File: src/rtl/ct_f_spsram_4096x144_req_ctrl.sv
// Request front-end for the 4096x144 single-port SRAM: valid/ready requests in,
// active-low CEN/GWEN/WEN out, read data returned through a 2-entry response FIFO.
module ct_f_spsram_4096x144_req_ctrl #(
   parameter int unsigned ADDR_WIDTH = 12,
   parameter int unsigned DATA_WIDTH = 144,
   parameter bit          INIT_EN    = 1'b1
) (
   input  logic                  forever_cpuclk,
   input  logic                  cpurst_b,
   input  logic                  req_vld,
   output logic                  req_rdy,
   input  logic                  req_wr,
   input  logic [ADDR_WIDTH-1:0] req_addr,
   input  logic [DATA_WIDTH-1:0] req_wdata,
   input  logic [DATA_WIDTH-1:0] req_wmask,
   output logic                  rsp_vld,
   input  logic                  rsp_rdy,
   output logic [DATA_WIDTH-1:0] rsp_data,
   output logic                  init_done,
   output logic [ADDR_WIDTH-1:0] sram_a,
   output logic                  sram_cen,
   output logic                  sram_gwen,
   output logic [DATA_WIDTH-1:0] sram_wen,
   output logic [DATA_WIDTH-1:0] sram_d,
   input  logic [DATA_WIDTH-1:0] sram_q
);

   localparam logic [1:0] RST_WAIT = 2'd0;
   localparam logic [1:0] INIT     = 2'd1;
   localparam logic [1:0] RUN      = 2'd2;

   logic [1:0]            state;
   logic [1:0]            state_nxt;
   logic [ADDR_WIDTH-1:0] init_cnt;
   logic [1:0]            occ;
   logic [1:0]            occ_nxt;
   logic [1:0]            credit_used;
   logic                  inflt;
   logic [DATA_WIDTH-1:0] tail;
   logic                  accept;
   logic                  rd_acc;
   logic                  push;
   logic                  pop;

   assign pop         = rsp_vld & rsp_rdy;
   assign push        = inflt;
   // Slots committed for the next cycle: held entries plus the read landing now, minus the one leaving.
   assign credit_used = occ + {1'b0, inflt} - {1'b0, pop};
   assign req_rdy     = (state == RUN) && (credit_used < 2'd2);
   assign accept      = req_vld & req_rdy;
   assign rd_acc      = accept & ~req_wr;
   assign occ_nxt     = occ + {1'b0, push} - {1'b0, pop};

   // Next-state logic
   always_comb begin
      state_nxt = state;
      case (state)
         RST_WAIT: state_nxt = INIT_EN ? INIT : RUN;
         INIT:     if (init_cnt == '1) state_nxt = RUN;
         RUN:      state_nxt = RUN;
         default:  state_nxt = RST_WAIT;
      endcase
   end

   // SRAM pin drive: fill pattern during INIT, accepted request in RUN, idle otherwise
   always_comb begin
      sram_cen  = 1'b1;
      sram_gwen = 1'b1;
      sram_wen  = '1;
      sram_a    = req_addr;
      sram_d    = req_wdata;
      if (state == INIT) begin
         sram_cen  = 1'b0;
         sram_gwen = 1'b0;
         sram_wen  = '0;
         sram_a    = init_cnt;
         sram_d    = '0;
      end else if (accept) begin
         sram_cen = 1'b0;
         if (req_wr) begin
            sram_gwen = 1'b0;
            sram_wen  = ~req_wmask;
         end
      end
   end

   always_ff @(posedge forever_cpuclk or negedge cpurst_b) begin
      if (!cpurst_b) begin
         state     <= RST_WAIT;
         init_cnt  <= '0;
         init_done <= 1'b0;
         inflt     <= 1'b0;
      end else begin
         state     <= state_nxt;
         init_cnt  <= (state == INIT) ? init_cnt + ADDR_WIDTH'(1) : '0;
         init_done <= (state_nxt == RUN);
         inflt     <= rd_acc;
      end
   end

   // Response FIFO: rsp_data is the head register, tail holds the second entry
   always_ff @(posedge forever_cpuclk or negedge cpurst_b) begin
      if (!cpurst_b) begin
         occ      <= 2'd0;
         rsp_vld  <= 1'b0;
         rsp_data <= '0;
         tail     <= '0;
      end else begin
         occ     <= occ_nxt;
         rsp_vld <= (occ_nxt != 2'd0);
         case ({push, pop})
            2'b11: begin
               if (occ == 2'd1) begin
                  rsp_data <= sram_q;
               end else begin
                  rsp_data <= tail;
                  tail     <= sram_q;
               end
            end
            2'b10: begin
               if (occ == 2'd0) rsp_data <= sram_q;
               else             tail     <= sram_q;
            end
            2'b01:   rsp_data <= tail;
            default: ;
         endcase
      end
   end

endmodule

File: config.mk
export PLATFORM = sky130hd
export DESIGN_NAME = ct_f_spsram_4096x144_req_ctrl
export DESIGN_NICKNAME = d
export VERILOG_FILES = /design/src/rtl/ct_f_spsram_4096x144_req_ctrl.sv
export SDC_FILE = /design/constraint.sdc
export NUM_CORES = 1
export LEC_CHECK = 0
export BUFFER_PORTS_ARGS = -buffer_cell sky130_fd_sc_hd__buf_2
export CAP_MARGIN = 20
export CELL_PAD_IN_SITES_DETAIL_PLACEMENT = 1
export CELL_PAD_IN_SITES_GLOBAL_PLACEMENT = 2
export CORE_AREA = 10 10 340 342
export CTS_BUF_LIST = sky130_fd_sc_hd__clkbuf_2
export DETAILED_ROUTE_END_ITERATION = 10
export DIE_AREA = 0 0 350 352
export GPL_TIMING_DRIVEN = 1
export PLACE_DENSITY = 0.63
export SYNTH_ARGS = -nofsm -noshare
export SYNTH_HDL_FRONTEND = slang
export SYNTH_SLANG_ARGS = --single-unit
File: constraint.sdc
create_clock -name forever_cpuclk -period 3.94 [get_ports forever_cpuclk]
set_clock_uncertainty 0.2 [all_clocks]
set_input_delay 0.197 -clock forever_cpuclk [delete_from_list [all_inputs] [get_ports forever_cpuclk]]
set_output_delay 0.197 -clock forever_cpuclk [all_outputs]
set_load 0.05 [all_outputs]
; Yosys cells after proc, flatten, opt, wreduce, memory -nomap -nowiden
; Index checks and enable logic that the tools add are counted.
[word_totals]
elab_cells = 55
register_bits = 307
input_bits = 449
output_inout_bits = 449
[op_classes]
n_addsub = 3
mux = 19
eq_ne = 11
n_bitwise = 5
reduce_logical = 8
n_lt_le_gt_ge = 1
[op_table]
columns = op, n
row1 = 144-bit two-way mux, 8
row2 = 144-bit case mux with 3 select lines, 1
row3 = 144-bit case mux with 2 select lines, 1
row4 = 144-bit NOT, 1
row5 = 12-bit two-way mux, 2
row6 = 12-bit by 1-bit adder with 12-bit output (second input constant), 1
row7 = 12-bit equality test (second input constant), 1
row8 = 2-bit equality test (second input constant), 4
row9 = 2-bit by 1-bit equality test with 1-bit output (second input constant), 3
row10 = 2-bit inequality test (second input constant), 3
row11 = 2-bit case mux with 3 select lines, 1
row12 = 1-bit two-way mux, 5
row13 = 2-bit logical NOT, 2
row14 = 2-bit nonzero test, 2
row15 = 1-bit bitwise AND, 3
row16 = 3-bit AND reduction, 1
row17 = 3-bit nonzero test, 1
row18 = 2-bit by 1-bit adder with 2-bit output, 1
row19 = 2-bit < comparator (second input constant), 1
row20 = 2-bit two-way mux, 1
row21 = 2-bit AND reduction, 1
row22 = 2-bit by 1-bit subtractor with 2-bit output, 1
row23 = 1-bit logical AND, 1
row24 = 1-bit NOT, 1

; Logic depth before layout (Yosys ltp)
[logic_depth]
depth_word = 7
ltp_mapped = 11
depth_no_buf = 7

; Least setup slack after synthesis
; Ideal clock, no wire load.
[synth_path]
path_type = register -> output
from = register rsp_vld
to = output port sram_wen[136]
setup_slack_ns = -0.063
path_buffers = 3
required_ns = 3.543
path_stages_with_launch = 11
arrival_ns = 3.606
path_cell_list = dfrtp_1 -> and2_1 -> ha_1 -> clkbuf_1 -> inv_2 -> clkbuf_1 -> ha_1 -> xor3_1 -> nor2_1 -> clkbuf_1 -> a41oi_1
[synth_via]
elab_chain_len = 7
[synth_rtl]
columns = element, line_no
row1 = "start, declared", 16  ; output logic rsp_vld,
row2 = "start signal, assigned", 110  ; rsp_vld <= (occ_nxt != 2'd0);
row3 = 1-bit bitwise AND, 45  ; assign pop = rsp_vld & rsp_rdy;
row4 = 2-bit by 1-bit subtractor with 2-bit output, 48  ; assign credit_used = occ + {1'b0, inflt} - {1'b0, pop};
row5 = via credit_used[1], 37  ; logic [1:0] credit_used;
row6 = 2-bit < comparator, 49  ; assign req_rdy = (state == RUN) && (credit_used < 2'd2);
row7 = 1-bit logical AND, 49
row8 = via req_rdy, 11  ; output logic req_rdy,
row9 = 1-bit bitwise AND, 50  ; assign accept = req_vld & req_rdy;
row10 = 144-bit two-way mux, 78  ; end else if (accept) begin
row11 = 144-bit two-way mux, 72  ; if (state == INIT) begin
row12 = "end, declared", 23  ; output logic [DATA_WIDTH-1:0] sram_wen,
; The timed path passes the listed nets, and every way through them passes these cells.

; Worst setup path in the final report
[layout_path]
from = register rsp_vld
to = output port sram_wen[63]
[layout_via]
elab_chain_len = 7
[layout_rtl]
columns = element, line_no
row1 = 1-bit bitwise AND, 45
row2 = 2-bit by 1-bit subtractor with 2-bit output, 48
row3 = via credit_used[1], 37
row4 = 2-bit < comparator, 49
row5 = 1-bit logical AND, 49
row6 = 1-bit bitwise AND, 50
row7 = 144-bit two-way mux, 78
row8 = 144-bit two-way mux, 72
; The timed path passes the listed nets, and every way through them passes these cells.

==> out/metrics.csv <==
metric,value,unit
hold_path_class,primary input to flip-flop,
syn_nets,2274,
synth-seq-area-share,40.8,%
timing.hold.worst_path_depth,4,
postSynthRegisterBits,307,
status,"complete, no violations",
clkLatencyLatePin,1.20,ns
numPortBuffers,897,
gr-usage-all-layers,22.4,%
power_density,514,nW/um^2
die_area,123000,sq um
first_pass_iters,5,
power.static_leakage,14.8,nW
cts_max_path_buffers,3,
drt_drc_violations_left,0,
slew-limit-headroom,35.5,%
via_count_of_the_first_global_routing_pass,23516,
syn_area_per_cell,10.4,sq um
finalNonFillerCells,4423,
worst_ir_drop_on_vdd,0.397,mV
post_synthesis_to_final_layout_area_growth,60.6,%
die-height,352,microns
post_drt_wl_per_cell,32.9,microns
placed_cell_count,3921,
worst_slew_pin_tran,0.968,ns
fmaxAchievable,254,MHz
netlist_instances,1819,
setup.worst_path.end_class,output pin,
cts.reportedPaths.clkPinSlew,0.09,ns
final_max_slew_viol_count,0,
final_design_area_no_fill,30300,sq um
worst_hold_slack,0.178,ns
antenna_found_initial,53,
htreeDepth,3,
grt_max_degree,145,
setup_tns,0,ns
rsz0062_at_grt,true,
crit_arrival,3.53,ns
reg2reg_depth,9,
synthesis.yosys.warnings,0,
finalSetupViolCount,0,
synthDistinctLibCells,41,
cts.sink_count,307,
postPlaceCellArea,24800,sq um
period_minus_slack,3.93,ns
final_net_count,3403,
clk_root_buffer_cell,sky130_fd_sc_hd__clkbuf_2,
route.vias.total,22233,
grt-ovfl-total,0,
top_level_ports,898,
drtIter0Drc,1274,
worstPathRequired,3.54,ns
detailedPlacementHpwl,106000,microns
hold_viol_final,0,
cts_tree,done,
cp-start-kind,flip-flop,
drt-vias-per-instance,5.03,
die_w,350,microns
post-route-util,27.9,%
cp_max_fo,7,
gp_congestion,0.977,
layout-drive-gt1-share,41.5,%
std_cell_rows,121,
antenna_viol_nets_final,0,
cts_inserted_buffers,94,
global_route_wire_length_before_repair,197000,microns
design.core.area,109000,sq um
syn-cell-area,18800,sq um
drv_cap,0,
totalWireLength,145000,microns
critPathKind,flip-flop to output pin,
min_period_over_period,99.8,%
floorplan.initialDensity,17.4,%
-- per-layer routing --
| metal | up-vias | track usage, % | share of wire, % |
|---|---|---|---|
| li1 | 9544 | - | - |
| met1 | 11396 | 23.7 | 36 |
| met2 | 965 | 40.2 | 51 |
| met3 | 302 | 4.94 | 5.8 |
| met4 | 26 | 12.9 | 6.7 |
| met5 | - | 0 | 0.11 |
-- timing repair --
| action | CTS | global route |
|---|---|---|
| gates resized for setup | 237 | 33 |
| gates cloned | 10 | 8 |
| buffers inserted | 11 | 1 |
| hold buffers | 318 | 0 |
| endpoints found under the setup margin | 147 | 145 |
| hold endpoints to repair | 599 | 0 |
| pin swaps | 29 | 5 |
-- layout by cell type, fill, tap and decap left out, types with 12 or more instances in the layout --
cell	count
sky130_fd_sc_hd__mux2_1	126
sky130_fd_sc_hd__nand3_1	148
sky130_fd_sc_hd__buf_2	748
sky130_fd_sc_hd__clkbuf_2	121
sky130_fd_sc_hd__a221oi_1	144
sky130_fd_sc_hd__nand2_1	32
sky130_fd_sc_hd__dlygate4sd3_1	317
sky130_fd_sc_hd__buf_12	27
sky130_fd_sc_hd__dfrtp_1	305
sky130_fd_sc_hd__buf_6	49
sky130_fd_sc_hd__a211oi_1	144
sky130_fd_sc_hd__o31ai_2	60
sky130_fd_sc_hd__mux2_2	18
sky130_fd_sc_hd__buf_4	131
sky130_fd_sc_hd__a41oi_2	40
sky130_fd_sc_hd__clkinv_1	17
sky130_fd_sc_hd__and2_1	145
sky130_fd_sc_hd__and3b_1	144
sky130_fd_sc_hd__a41oi_1	99
sky130_fd_sc_hd__diode_2	12
sky130_fd_sc_hd__o31ai_1	87
-- metrics by stage --
step           power [mW]  setup slack (ns)
6_report             15.5           0.00982
5_1_grt              16.4            -0.224
4_1_cts              15.8            -0.176
3_5_place_dp         13.0             0.849
3_3_place_gp         12.9             0.908
2_1_floorplan        10.0             0.118
-- critical path, stage by stage (launching register included) --
cell,delay (ns)
sky130_fd_sc_hd__dfrtp_1,0.38
sky130_fd_sc_hd__and2_4,0.17
sky130_fd_sc_hd__ha_4,0.29
sky130_fd_sc_hd__inv_4,0.04
sky130_fd_sc_hd__ha_4,0.14
sky130_fd_sc_hd__xor3_2,0.24
sky130_fd_sc_hd__nor2_4,0.05
sky130_fd_sc_hd__buf_12,0.16
sky130_fd_sc_hd__clkbuf_16,0.21
sky130_fd_sc_hd__buf_16,0.17
sky130_fd_sc_hd__a41oi_1,0.25
sky130_fd_sc_hd__buf_4,0.24
-- cells in the mapped netlist --
library cell	count	area [sq um]
sky130_fd_sc_hd__nand4_1	3	18.8
sky130_fd_sc_hd__mux2i_1	2	20.0
sky130_fd_sc_hd__nor2_1	5	18.8
sky130_fd_sc_hd__ha_1	6	75.1
sky130_fd_sc_hd__or4_1	3	22.5
sky130_fd_sc_hd__a31oi_1	2	12.5
sky130_fd_sc_hd__inv_2	1	3.75
sky130_fd_sc_hd__mux2_1	126	1420
sky130_fd_sc_hd__or3_1	3	18.8
sky130_fd_sc_hd__nand3_1	148	741
sky130_fd_sc_hd__a211oi_1	144	1080
sky130_fd_sc_hd__o21bai_1	1	7.51
sky130_fd_sc_hd__xnor2_1	2	17.5
sky130_fd_sc_hd__nor2b_1	1	6.26
sky130_fd_sc_hd__xor2_1	1	8.76
sky130_fd_sc_hd__mux2_2	18	203
sky130_fd_sc_hd__inv_1	5	18.8
sky130_fd_sc_hd__a41oi_1	144	1260
sky130_fd_sc_hd__buf_2	21	105
sky130_fd_sc_hd__and2_1	147	920
sky130_fd_sc_hd__clkbuf_1	215	807
sky130_fd_sc_hd__o41ai_1	2	17.5
sky130_fd_sc_hd__nand2_1	32	120
sky130_fd_sc_hd__a221oi_1	144	1260
sky130_fd_sc_hd__and3b_1	144	1260
sky130_fd_sc_hd__o22ai_1	1	6.26
sky130_fd_sc_hd__o31ai_1	87	653
sky130_fd_sc_hd__o21ai_1	1	5.00
sky130_fd_sc_hd__o31ai_2	60	751
sky130_fd_sc_hd__buf_6	7	78.8
sky130_fd_sc_hd__a21oi_1	7	35.0
sky130_fd_sc_hd__nand2b_1	4	25.0
sky130_fd_sc_hd__nor3_1	2	10.0
sky130_fd_sc_hd__or2_2	1	6.26
sky130_fd_sc_hd__dfrtp_1	307	7680
sky130_fd_sc_hd__o21ai_0	5	25.0
sky130_fd_sc_hd__or3b_1	1	8.76
sky130_fd_sc_hd__buf_1	8	30.0
sky130_fd_sc_hd__buf_4	6	45.0
sky130_fd_sc_hd__nor4b_1	1	8.76
sky130_fd_sc_hd__xor3_1	1	23.8
-- final cells by class --
| class | instances | area, sq um |
|---|---|---|
| antenna | 12 | 30.0 |
| clock buffer | 121 | 606 |
| sequential | 307 | 7690 |
| tap | 1414 | 1770 |
| timing repair buffer | 1290 | 9450 |
| fill | 12575 | 78300 |
| inverter | 6 | 25.0 |
| clock inverter | 24 | 106 |
| multi-input combinational | 1249 | 10600 |
-- final timing paths --
check | startpoint | end | slack [ns]
setup / recovery | rsp_vld | sram_wen[63] | 0.01
hold / removal | sram_q[118] | tail[118] | 0.18
setup reg to reg | rsp_vld | tail[101] | 0.54
hold reg to reg | rsp_data[18] | rsp_data[18] | 0.30
max in group asynchronous | cpurst_b | init_cnt[6] | 2.12
min in group asynchronous | cpurst_b | tail[15] | 0.59
-- where the power goes --
part | switching, mW | internal [mW]
clock network | 1.57 | 0.829
registers | 0.534 | 3.98
logic | 6.26 | 2.37
-- cells by family (layout without fill, tap and decap cells) --
logic type	count (synthesis)	after routing	share of synthesized area, %
fa+ha+maj	6	6	0.398
other cells	0	12	0
flops	307	307	40.8
xor+xnor	4	4	0.266
compound gates	598	598	27.2
mux	146	146	8.71
simple gates	495	495	16.9
buf+inv	263	1441	5.78
-- flip-flops by register name, summed over array words and instances, names as in the netlist --
signal and count:
tail 144, rsp_vld 1, rsp_data 144, init_done 1, occ 2, state 2, inflt 1, init_cnt 12
(Power assumes the default switching activity.)
